[config.mk]
export PLATFORM = sky130hd
export DESIGN_NAME = add_seq
export DESIGN_NICKNAME = d
export VERILOG_FILES = /design/src/rtl/add_seq_pkg.sv /design/src/rtl/add_seq_chunk.sv /design/src/rtl/add_seq.sv
export SDC_FILE = /design/constraint.sdc
export NUM_CORES = 1
export LEC_CHECK = 0
export ABC_AREA = 1
export BUFFER_PORTS_ARGS = -buffer_cell sky130_fd_sc_hd__buf_2
export CAP_MARGIN = 20
export CELL_PAD_IN_SITES_DETAIL_PLACEMENT = 2
export CELL_PAD_IN_SITES_GLOBAL_PLACEMENT = 2
export CORE_ASPECT_RATIO = 0.75
export CORE_UTILIZATION = 28
export DETAILED_ROUTE_END_ITERATION = 8
export GPL_TIMING_DRIVEN = 0
export PLACE_DENSITY_LB_ADDON = 0.3
export RECOVER_POWER = 25
export SYNTH_ARGS = -nofsm -noshare
export SYNTH_HDL_FRONTEND = slang
export SYNTH_SLANG_ARGS = --single-unit
[constraint.sdc]
create_clock -name clk -period 3.1 [get_ports clk]
set_input_delay 0.31 -clock clk [delete_from_list [all_inputs] [get_ports clk]]
set_output_delay 0.31 -clock clk [all_outputs]
set_load 0.01 [all_outputs]
[src/rtl/add_seq_pkg.sv]
// Shared types and sizing helpers for the add_seq multi-cycle adder.
package add_seq_pkg;

   typedef enum logic [1:0] {
      IDLE,
      RUN,
      DONE
   } state_t;

   function automatic int calc_nchunk(input int width, input int chunk);
      return width / chunk;
   endfunction

   // The slice counter needs at least one bit even when a single slice covers the word.
   function automatic int calc_kw(input int nchunk);
      return (nchunk > 1) ? $clog2(nchunk) : 1;
   endfunction

endpackage

[src/rtl/add_seq_chunk.sv]
// CHUNK-bit ripple adder built from full_adder cells; also exposes the carry
// into its MSB so the top can form the two's-complement overflow flag.
module full_adder (
   input  logic a,
   input  logic b,
   input  logic ci,
   output logic s,
   output logic co
);

   assign s  = a ^ b ^ ci;
   assign co = (a & b) | (ci & (a ^ b));

endmodule

module add_chunk #(
   parameter int CHUNK = 4
) (
   input  logic [CHUNK-1:0] a,
   input  logic [CHUNK-1:0] b,
   input  logic             ci,
   output logic [CHUNK-1:0] sum,
   output logic             co,
   output logic             c_msb
);

   logic [CHUNK:0] c;

   assign c[0] = ci;

   for (genvar i = 0; i < CHUNK; i++) begin : g_fa
      full_adder u_fa (
         .a  (a[i]),
         .b  (b[i]),
         .ci (c[i]),
         .s  (sum[i]),
         .co (c[i+1])
      );
   end

   assign co    = c[CHUNK];
   assign c_msb = c[CHUNK-1];

endmodule

[src/rtl/add_seq.sv]
// Multi-cycle adder: one CHUNK-bit slice per clock through a shared add_chunk.
// Define ADD_SEQ_SUB_EN to add the `sub` port and subtraction support.
module add_seq
   import add_seq_pkg::*;
#(
   parameter int WIDTH = 16,
   parameter int CHUNK = 4
) (
   input  logic             clk,
   input  logic             rst,
   input  logic             in_valid,
   output logic             in_ready,
   input  logic [WIDTH-1:0] x,
   input  logic [WIDTH-1:0] y,
   input  logic             c_in,
`ifdef ADD_SEQ_SUB_EN
   input  logic             sub,
`endif
   output logic             out_valid,
   input  logic             out_ready,
   output logic [WIDTH-1:0] s,
   output logic             c_out,
   output logic             ovf
);

   localparam int NCHUNK = calc_nchunk(WIDTH, CHUNK);
   localparam int KW     = calc_kw(NCHUNK);
   localparam logic [KW-1:0] K_LAST = KW'(NCHUNK - 1);

   if ((WIDTH % CHUNK) != 0 || WIDTH < CHUNK) begin : g_bad_width
      $error("add_seq: WIDTH must be a non-zero multiple of CHUNK");
   end

   state_t           state, state_next;
   logic [WIDTH-1:0] x_reg, y_reg, acc, acc_next;
   logic [WIDTH-1:0] y_load;
   logic             c_load;
   logic             carry;
   logic [KW-1:0]    k;
   logic [CHUNK-1:0] chunk_sum;
   logic             chunk_co, chunk_cmsb;
   logic             last_slice;

   // Subtraction is x + ~y + ~borrow, so the inversion is folded into the operand load.
`ifdef ADD_SEQ_SUB_EN
   assign y_load = sub ? ~y : y;
   assign c_load = sub ? ~c_in : c_in;
`else
   assign y_load = y;
   assign c_load = c_in;
`endif

   add_chunk #(.CHUNK(CHUNK)) u_chunk (
      .a     (x_reg[int'(k)*CHUNK +: CHUNK]),
      .b     (y_reg[int'(k)*CHUNK +: CHUNK]),
      .ci    (carry),
      .sum   (chunk_sum),
      .co    (chunk_co),
      .c_msb (chunk_cmsb)
   );

   assign last_slice = (k == K_LAST);
   assign in_ready   = (state == IDLE) && !rst;
   assign out_valid  = (state == DONE);

   always_comb begin
      acc_next = acc;
      acc_next[int'(k)*CHUNK +: CHUNK] = chunk_sum;
   end

   always_ff @(posedge clk) begin
      if (rst) state <= IDLE;
      else     state <= state_next;
   end

   always_comb begin
      state_next = state;
      case (state)
         IDLE:    if (in_valid) state_next = RUN;
         RUN:     if (last_slice) state_next = DONE;
         DONE:    if (out_ready) state_next = IDLE;
         default: state_next = IDLE;
      endcase
   end

   // Results are loaded only on the final slice so partial sums never reach s.
   always_ff @(posedge clk) begin
      if (rst) begin
         k     <= '0;
         carry <= 1'b0;
         s     <= '0;
         c_out <= 1'b0;
         ovf   <= 1'b0;
      end else begin
         case (state)
            IDLE: begin
               if (in_valid) begin
                  x_reg <= x;
                  y_reg <= y_load;
                  carry <= c_load;
                  k     <= '0;
               end
            end
            RUN: begin
               acc   <= acc_next;
               carry <= chunk_co;
               k     <= k + KW'(1);
               if (last_slice) begin
                  s     <= acc_next;
                  c_out <= chunk_co;
                  ovf   <= chunk_cmsb ^ chunk_co;
               end
            end
            default: ;
         endcase
      end
   end

endmodule

==> results.json, run 1 <==
{
  "clock_path_buffers": 2,
  "synth.distinct_cells": 21,
  "cts_tree": "done",
  "multi_input_area_um2": 1050,
  "r2r_end": "acc[3]$_DFFE_PP_",
  "max_slew_margin": 0.536,
  "hold_path_class": "primary input to flop",
  "finalPower_w": 0.00249,
  "postLayoutSetupSlackWorst_ps": -23.4,
  "worst-r2r-setup-slack_ps": -20,
  "register_area_um2": 1910,
  "synth_area_per_cell_um2": 9.58,
  "fill_cells": 1239,
  "fin_tns_setup_ps": -32.4,
  "finalHoldViolCount": 0,
  "hold_depth": 1,
  "yosysWarnings": 0,
  "netlist.area_leader.share": 0.453,
  "drt-initial-drc-count": 105,
  "r2r-start": "k[0]$_SDFFE_PP0P_",
  "clkSlewWorstSetupHoldPaths_ps": 60,
  "clock_skew_ps": 6.63,
  "clock.fmax_mhz": 320,
  "die_h_um": 94.3,
  "min_period_ps": 3120,
  "whs_ps": 144,
  "holdBufCountCts": 0,
  "ff2ff_path_depth": 13,
  "num-nets-final": 452,
  "synthTopCellsByArea": "edfxtp_1 (45%), dfxtp_1 (14%), nand2_1 (7.2%)",
  "cp_data_arrival_time_ps": 3210,
  "dr.pass1.iters": 6,
  "final_cells": 550,
  "endpoint_kind": "flop",
  "worstHoldStart": "y[11]",
  "syn_inst": 332,
  "synth_top_area_cell": "edfxtp_1",
  "vias": 2508,
  "irDropWorstVdd_mv": 0.228,
  "synth_common_cells": "nand2_1 (61), inv_1 (60), edfxtp_1 (48)",
  "whs_endpoint": "y_reg[11]$_DFFE_PP_",
  "worstSetupPathType": "flop to flop",
  "grt_setup_unrepaired": "yes",
  "synth_area_um2": 3180,
  "path_cells": "clkbuf_8 -> o21ai_4 -> a21oi_2 -> fa_1 -> inv_1 -> fa_2 -> inv_2 -> fa_2 -> inv_2 -> fa_2 -> buf_4 -> nand3_1 -> nand2_1",
  "async_flop_share": 0,
  "track_usage": 0.168,
  "final_area_um2": 4120,
  "finalSetupViolCount": 3,
  "cp-start-kind": "flop",
  "cts.sinks": 71,
  "min_period_over_period": 1.01,
  "synth-seq-cells": 71,
  "drtAntennaViolNets": 0,
  "maxCapViolations": 0,
  "violations": "setup timing",
  "yosysMostFrequentCell": "nand2_1",
  "grt_max_degree": 26,
  "core_um2": 11000,
  "slowest_delay_ps": 460,
  "start_util": 0.290,
  "h-tree-depth": 3,
  "cts-root-buf": "clkbuf_16",
  "dieArea_um2": 11800,
  "routed_wirelength_um": 9120,
  "grt_pass1_vias": 2842,
  "antenna_found_initial": 0,
  "place_area_um2": 3660,
  "viasPerCell": 4.56,
  "crit_fanout": 10,
  "io_buffers": 55,
  "ys.flop_type": "edfxtp_1",
  "grt_pass1_wl_um": 14700,
  "slew_viol_final": 0,
  "synth_edf_count": 48,
  "seq_area_frac_synth": 0.598,
  "worst_pin_slew_ps": 695,
  "cp_common_cell": "fa_2",
  "cpMaxStageDelayCell": "fa_2",
  "syn-num-nets": 379,
  "cellPowerDensity_nw_per_um2": 605,
  "rows": 33,
  "drive_gt1_frac": 0.278,
  "area_growth_syn_to_layout_pct": 29.3,
  "avgRoutedWirePerCell_um": 16.6,
  "drc": 0,
  "antennaDiodeCount": 0,
  "grt-ovfl-total": 0,
  "placed_cells": 528,
  "ios": 57,
  "leakage_nw": 1.83,
  "clock_latency_ps": 340,
  "critPathRequiredTime_ps": 3180,
  "outcome": "finished, violations left",
  "die_w_um": 125,
  "gp_congestion": 0.747,
  "cts-buffers-inserted": 9,
  "dp_hpwl_um": 6620
}
[critical path, delay by kind of cell (launching register included)]
kind            cells  cell delay [ps]
fa+ha+maj           4             1460
buf+inv             5              580
flops               1              380
compound gates      2              270
simple gates        2              170
[cells by family after synthesis]
kind of cell,share of synthesized area
flops,0.598
simple gates,0.177
compound gates,0.0853
fa+ha+maj,0.0488
buf+inv,0.0916
[power by group]
part | internal [W] | switching, W
combinational | 0.000155 | 0.000255
sequential | 0.00107 | 0.0000191
clock | 0.000612 | 0.000381
total | 0.00183 | 0.000656
[final cells by class]
type,count,area share
Clock buffer,10,0.0556
Inverter,62,0.0587
Timing Repair Buffer,62,0.0845
Multi-Input combinational cell,190,0.256
Buffer,9,0.0268
Tap cell,140,0.0426
Sequential cell,71,0.463
Clock inverter,6,0.0125
[cells in the final DEF (no fill, tap or decap), drive strengths merged]
cell type and count:
nand2 62, clkbuf 11, clkinv 6, nor2 35, bufinv 1, buf 70, nand3 34, ha 6
o21ai 22, nor3 1, dfxtp 23, a21oi 22, o22ai 4, edfxtp 48, clkinvlp 1, inv 60
fa 4
[timing repair]
item	4_1_cts	5_1_grt
pin swaps	0	2
setup buffers	1	5
resized for setup	25	20
endpoints found under the setup margin	20	6
endpoints found under the hold margin	0	0
[worst max path at each step]
stage                              end  slack, ps  cells past startpoint              start
CTS                 s[15]$_SDFFE_PP0P_          2                     17  k[0]$_SDFFE_PP0P_
detailed placement  s[15]$_SDFFE_PP0P_       -730                     16  k[0]$_SDFFE_PP0P_
floorplan            acc[11]$_DFFE_PP_        270                     15  k[0]$_SDFFE_PP0P_
global route        s[15]$_SDFFE_PP0P_       -180                     17  k[0]$_SDFFE_PP0P_
finish                acc[3]$_DFFE_PP_        -20                     13  k[0]$_SDFFE_PP0P_
global placement    s[11]$_SDFFE_PP0P_       -560                     16  k[0]$_SDFFE_PP0P_
[per-stage QoR]
stage                util  worst slack (ps)
detailed placement  0.333              -728
global placement    0.331              -559
CTS                 0.366              2.46
floorplan               -               268
finish              0.375             -23.4
global route        0.375              -178
[routing by layer]
layer / track usage / vias up / share of wire
li1: - / 1213 / -
met1: 0.213 / 1235 / 0.48
met2: 0.283 / 48 / 0.47
met3: 0.0382 / 12 / 0.034
met4: 0.0610 / 0 / 0.018
met5: 0 / - / 0
(Power assumes the default switching activity.)
==> run 2: changes to the inputs <==
ABC_AREA = 0   (was 1)
==> results.json, run 2 <==
{
  "outcome": "finished, violations left",
  "violations": "setup timing",
  "dr.pass1.iters": 4,
  "ios": 57,
  "synth_area_per_cell_um2": 13.9,
  "track_usage": 0.143,
  "place_area_um2": 3580,
  "synth_edf_count": 48,
  "slowest_delay_ps": 540,
  "routed_wirelength_um": 7320,
  "syn-num-nets": 270,
  "cts-buffers-inserted": 9,
  "cpMaxStageDelayCell": "fa_2",
  "min_period_over_period": 1.01,
  "path_cells": "buf_6 -> mux4_2 -> inv_2 -> fa_2 -> inv_2 -> fa_2 -> inv_2 -> fa_2 -> inv_2 -> fa_2 -> and3b_2 -> nand3_4 -> buf_6 -> nand2_2",
  "cts.sinks": 71,
  "clock_skew_ps": 6.35,
  "grt_pass1_wl_um": 11800,
  "async_flop_share": 0,
  "clock_latency_ps": 330,
  "maxCapViolations": 0,
  "multi_input_area_um2": 1100,
  "syn_inst": 223,
  "yosysMostFrequentCell": "edfxtp_1",
  "max_slew_margin": 0.591,
  "hold_path_class": "primary input to flop",
  "synthTopCellsByArea": "edfxtp_1 (47%), dfxtp_1 (15%), a311oi_1 (3.7%)",
  "num-nets-final": 349,
  "cts_tree": "done",
  "irDropWorstVdd_mv": 0.279,
  "seq_area_frac_synth": 0.616,
  "viasPerCell": 4.64,
  "ys.flop_type": "edfxtp_1",
  "cp_data_arrival_time_ps": 3350,
  "holdBufCountCts": 0,
  "io_buffers": 56,
  "clock.fmax_mhz": 319,
  "finalHoldViolCount": 0,
  "core_um2": 10500,
  "antenna_found_initial": 0,
  "endpoint_kind": "flop",
  "postLayoutSetupSlackWorst_ps": -38.4,
  "synth_common_cells": "edfxtp_1 (48), dfxtp_1 (23), nand2_1 (20)",
  "vias": 2056,
  "drc": 0,
  "dp_hpwl_um": 5250,
  "cts-root-buf": "clkbuf_16",
  "worstSetupPathType": "flop to flop",
  "synth.distinct_cells": 36,
  "clock_path_buffers": 2,
  "grt_setup_unrepaired": "yes",
  "antennaDiodeCount": 0,
  "die_w_um": 123,
  "leakage_nw": 1.55,
  "avgRoutedWirePerCell_um": 16.5,
  "die_h_um": 93.0,
  "worst_pin_slew_ps": 614,
  "yosysWarnings": 0,
  "grt_pass1_vias": 2239,
  "drt-initial-drc-count": 54,
  "synth-seq-cells": 71,
  "finalPower_w": 0.00239,
  "netlist.area_leader.share": 0.467,
  "mostFrequentLayoutCells": "buf_2 (54), edfxtp_1 (48), dfxtp_1 (21)",
  "rows": 32,
  "gp_congestion": 0.695,
  "synth_top_area_cell": "edfxtp_1",
  "min_period_ps": 3140,
  "fill_cells": 1084,
  "grt_max_degree": 24,
  "slew_viol_final": 0,
  "dieArea_um2": 11500,
  "drtAntennaViolNets": 0,
  "crit_fanout": 4,
  "h-tree-depth": 3,
  "start_util": 0.294,
  "final_common_cell": "buf_2",
  "drive_gt1_frac": 0.388,
  "register_area_um2": 1900,
  "synth_area_um2": 3090,
  "finalSetupViolCount": 2,
  "cp-start-kind": "flop",
  "cellPowerDensity_nw_per_um2": 597,
  "clkSlewWorstSetupHoldPaths_ps": 50,
  "final_area_um2": 4010,
  "area_growth_syn_to_layout_pct": 29.7,
  "critPathRequiredTime_ps": 3310,
  "grt-ovfl-total": 0
}
run 2: worst paths after layout:
| path | startpoint | endpoint | slack, ps | cells after the start |
|---|---|---|---|---|
| setup / recovery | k[0]$_SDFFE_PP0P_ | acc[7]$_DFFE_PP_ | -40 | 14 |
| hold / removal | y[4] | y_reg[4]$_DFFE_PP_ | 150 | 1 |
| setup reg to reg | k[0]$_SDFFE_PP0P_ | acc[7]$_DFFE_PP_ | -40 | 14 |
| hold reg to reg | ovf$_SDFFE_PP0P_ | ovf$_SDFFE_PP0P_ | 470 | 2 |
run 2: power breakdown:
group / leakage [nW] / switching [W] / internal (W)
clock: 0.141 / 0.000372 / 0.000616
sequential: 0.632 / 0.0000138 / 0.00106
combinational: 0.774 / 0.000170 / 0.000156
run 2: routing by layer:
metal	track usage	wire length [µm]	up-vias
met4	0.0512	95	0
met5	0	0	-
met1	0.174	3410	1012
met3	0.0548	381	10
met2	0.228	3430	51
li1	-	-	983
run 2: cells by family (layout without fill, tap and decap cells):
kind of cell / Yosys count / after routing / synth area share
AOI/OAI and AO/OA: 27 / 27 / 0.0713
xor gates and xnor gates: 1 / 1 / 0.00284
adders and majority gates: 10 / 10 / 0.0502
buffers and inverters: 22 / 106 / 0.0441
DFF: 71 / 71 / 0.616
muxes: 8 / 8 / 0.0620
and+or+nand+nor: 84 / 84 / 0.154
run 2: per-stage QoR:
step	TNS (ps)	hold slack, ps	util	setup slack (ps)	std cells
3_5_place_dp	-5070	468	0.342	-695	417
4_1_cts	-238	138	0.377	-90.9	441
3_3_place_gp	-3640	439	0.337	-624	415
6_report	-60.7	149	0.382	-38.4	443
2_1_floorplan	0	382	-	24.5	223
5_1_grt	-576	136	0.382	-180	443
run 2: layout make-up:
| type | count | share of cell area |
|---|---|---|
| plain buffers | 9 | 0.0244 |
| repair buffers | 68 | 0.0996 |
| flip-flops and latches | 71 | 0.475 |
| well taps | 136 | 0.0425 |
| multi-input cells | 130 | 0.276 |
| clock inverters | 5 | 0.0122 |
| clock buffers | 11 | 0.0581 |
| inverters | 13 | 0.0122 |
run 2: what timing repair did:
item | in CTS | in global routing
setup buffers | 8 | 2
setup endpoints to repair | 19 | 6
pin swaps | 5 | 6
gates resized for setup | 18 | 7
run 2: critical path: cells and delay by family (launching register included):
kind	cells	cell delay (ps)
adder cells (fa/ha/maj)	4	1280
buffers and inverters	6	490
flip-flops	1	330
multiplexers	1	510
AND/OR/NAND/NOR	3	410
==> run 3: changes to the inputs <==
SYNTH_HIERARCHICAL = 1   (was not set)
==> results.json, run 3 <==
{
  "dieArea_um2": 10500,
  "clock_latency_ps": 330,
  "critPathTopFamily": "adder cells",
  "yosysMostFrequentCell": "edfxtp_1",
  "avgRoutedWirePerCell_um": 18.1,
  "finalPower_w": 0.00231,
  "die_h_um": 89.1,
  "finalSetupViolCount": 5,
  "vias": 1910,
  "io_buffers": 55,
  "ys.flop_type": "edfxtp_1",
  "postLayoutSetupSlackWorst_ps": -125,
  "ios": 57,
  "rows": 31,
  "worst_pin_slew_ps": 671,
  "leakage_nw": 1.42,
  "viasPerCell": 4.62,
  "wl_met3_um": 361,
  "cp-start-kind": "flop",
  "clock.fmax_mhz": 310,
  "startpoint": "k[0]$_SDFFE_PP0P_",
  "clkSlewWorstSetupHoldPaths_ps": 50,
  "drc": 0,
  "maxCapViolations": 0,
  "irDropWorstVdd_mv": 0.297,
  "cts-buffers-inserted": 9,
  "slowest_delay_ps": 520,
  "grt-ovfl-total": 0,
  "synth_area_um2": 2830,
  "final_common_cell": "buf_2",
  "top_layer": "met4",
  "yosysWarnings": 6,
  "hold_path_class": "primary input to flop",
  "synth-seq-cells": 67,
  "start_util": 0.291,
  "mostFrequentLayoutCells": "buf_2 (57), edfxtp_1 (44), dfxtp_1 (22)",
  "synth_area_per_cell_um2": 13.9,
  "multi_input_area_um2": 995,
  "antenna_found_initial": 0,
  "finalHoldViolCount": 0,
  "slew_viol_final": 0,
  "worstSetupPathType": "flop to flop",
  "core_um2": 9740,
  "outcome": "finished, violations left",
  "h-tree-depth": 3,
  "synth_top_area_cell": "edfxtp_1",
  "drtAntennaViolNets": 0,
  "cpMaxStageDelayCell": "mux4_2",
  "worstHoldStart": "x[13]",
  "final_area_um2": 3710,
  "synthTopCellsByArea": "edfxtp_1 (47%), dfxtp_1 (16%), mux4_2 (6.4%)",
  "antennaDiodeCount": 0,
  "critPathRequiredTime_ps": 3280,
  "min_period_ps": 3220,
  "netlist.area_leader.share": 0.467,
  "violations": "setup timing",
  "path_cells": "buf_12 -> mux4_2 -> fa_2 -> fa_2 -> fa_2 -> fa_2 -> buf_4 -> a311oi_2 -> nor3_1",
  "placed_cells": 393,
  "cp_common_cell": "fa_2",
  "holdBufCountCts": 0,
  "cellPowerDensity_nw_per_um2": 623,
  "fill_cells": 1011,
  "min_period_over_period": 1.04,
  "track_usage": 0.158,
  "finalCoreUtilization": 0.381,
  "seq_area_frac_synth": 0.630,
  "async_flop_share": 0,
  "cts-root-buf": "clkbuf_16",
  "grt_pass1_wl_um": 11800,
  "dp_hpwl_um": 5260,
  "synth.distinct_cells": 35,
  "cts.sinks": 67,
  "endpoint_kind": "flop",
  "synth_edf_count": 44,
  "routed_wirelength_um": 7480,
  "grt_max_degree": 24,
  "grt_pass1_vias": 2130,
  "dr.pass1.iters": 4,
  "synth_common_cells": "edfxtp_1 (44), dfxtp_1 (23), nor2_1 (17)",
  "crit_fanout": 3,
  "syn_inst": 204,
  "drive_gt1_frac": 0.370,
  "met1_length_um": 3390,
  "num-nets-final": 322,
  "path_buf_inv": 2,
  "clock_skew_ps": 6.28,
  "final_cells": 413,
  "cts_tree": "done",
  "syn-num-nets": 250,
  "gp_congestion": 0.689,
  "register_area_um2": 1790,
  "clock_path_buffers": 2,
  "place_area_um2": 3320,
  "r2r-start": "k[0]$_SDFFE_PP0P_",
  "cp_data_arrival_time_ps": 3410,
  "area_growth_syn_to_layout_pct": 31.1,
  "max_slew_margin": 0.553,
  "drt-initial-drc-count": 56,
  "dr_wl_met2_um": 3670,
  "grt_setup_unrepaired": "yes",
  "die_w_um": 118
}
==> run 3: area by class of cell <==
| type | instances | area share |
|---|---|---|
| Timing Repair Buffer | 61 | 0.0927 |
| Inverter | 4 | 0.00405 |
| Multi-Input combinational cell | 122 | 0.268 |
| Clock inverter | 6 | 0.0216 |
| Clock buffer | 10 | 0.0617 |
| Buffer | 11 | 0.0263 |
| Sequential cell | 67 | 0.481 |
| Tap cell | 132 | 0.0445 |
==> run 3: logic make-up after synthesis <==
| family | Yosys count | share of synthesized area |
|---|---|---|
| compound gates | 25 | 0.0668 |
| xor+xnor | 1 | 0.00310 |
| flops | 67 | 0.630 |
| mux | 10 | 0.0707 |
| buf+inv | 15 | 0.0354 |
| simple gates | 77 | 0.144 |
| fa+ha+maj | 9 | 0.0504 |
==> run 3: worst reg2reg max path: cells and delay by family, from the launching register on <==
kind                     cells  cell delay [ps]
flip-flops                   1              370
adder cells (fa/ha/maj)      4             1600
buffers and inverters        2              290
multiplexers                 1              520
AO/OA/AOI/OAI                1              210
AND/OR/NAND/NOR              1               80
==> run 3: repair_timing <==
item | in CTS | in global routing
endpoints found under the setup margin | 16 | 11
resized for setup | 9 | 2
pin swaps | 4 | 3
endpoints found under the hold margin | 0 | 0
buffers inserted | 4 | 0
==> run 3: through the flow <==
step	worst slack, ps	hold slack [ps]	setup TNS (ps)
floorplan	4.25	409	0
global placement	-548	445	-5240
detailed placement	-700	462	-6040
CTS	-194	135	-664
global route	-236	134	-1180
finish	-125	151	-488
==> run 3: layer usage <==
| layer | up-vias | track usage |
|---|---|---|
| met5 | - | 0 |
| met4 | 0 | 0.0385 |
| met3 | 4 | 0.0625 |
| li1 | 901 | - |
| met1 | 961 | 0.183 |
| met2 | 44 | 0.278 |
==> run 3: where the power goes <==
part	internal, W	switching (W)
logic	0.000115	0.000132
registers	0.000989	0.0000106
clock network	0.000697	0.000371
==> run 3: final timing paths <==
kind	slack [ps]	depth (start not counted)	endpoint
max reg2reg	-120	9	s[11]$_SDFFE_PP0P_
min reg2reg	470	2	s[15]$_SDFFE_PP0P_
max	-120	9	s[11]$_SDFFE_PP0P_
min	150	1	x_reg[13]$_DFFE_PP_
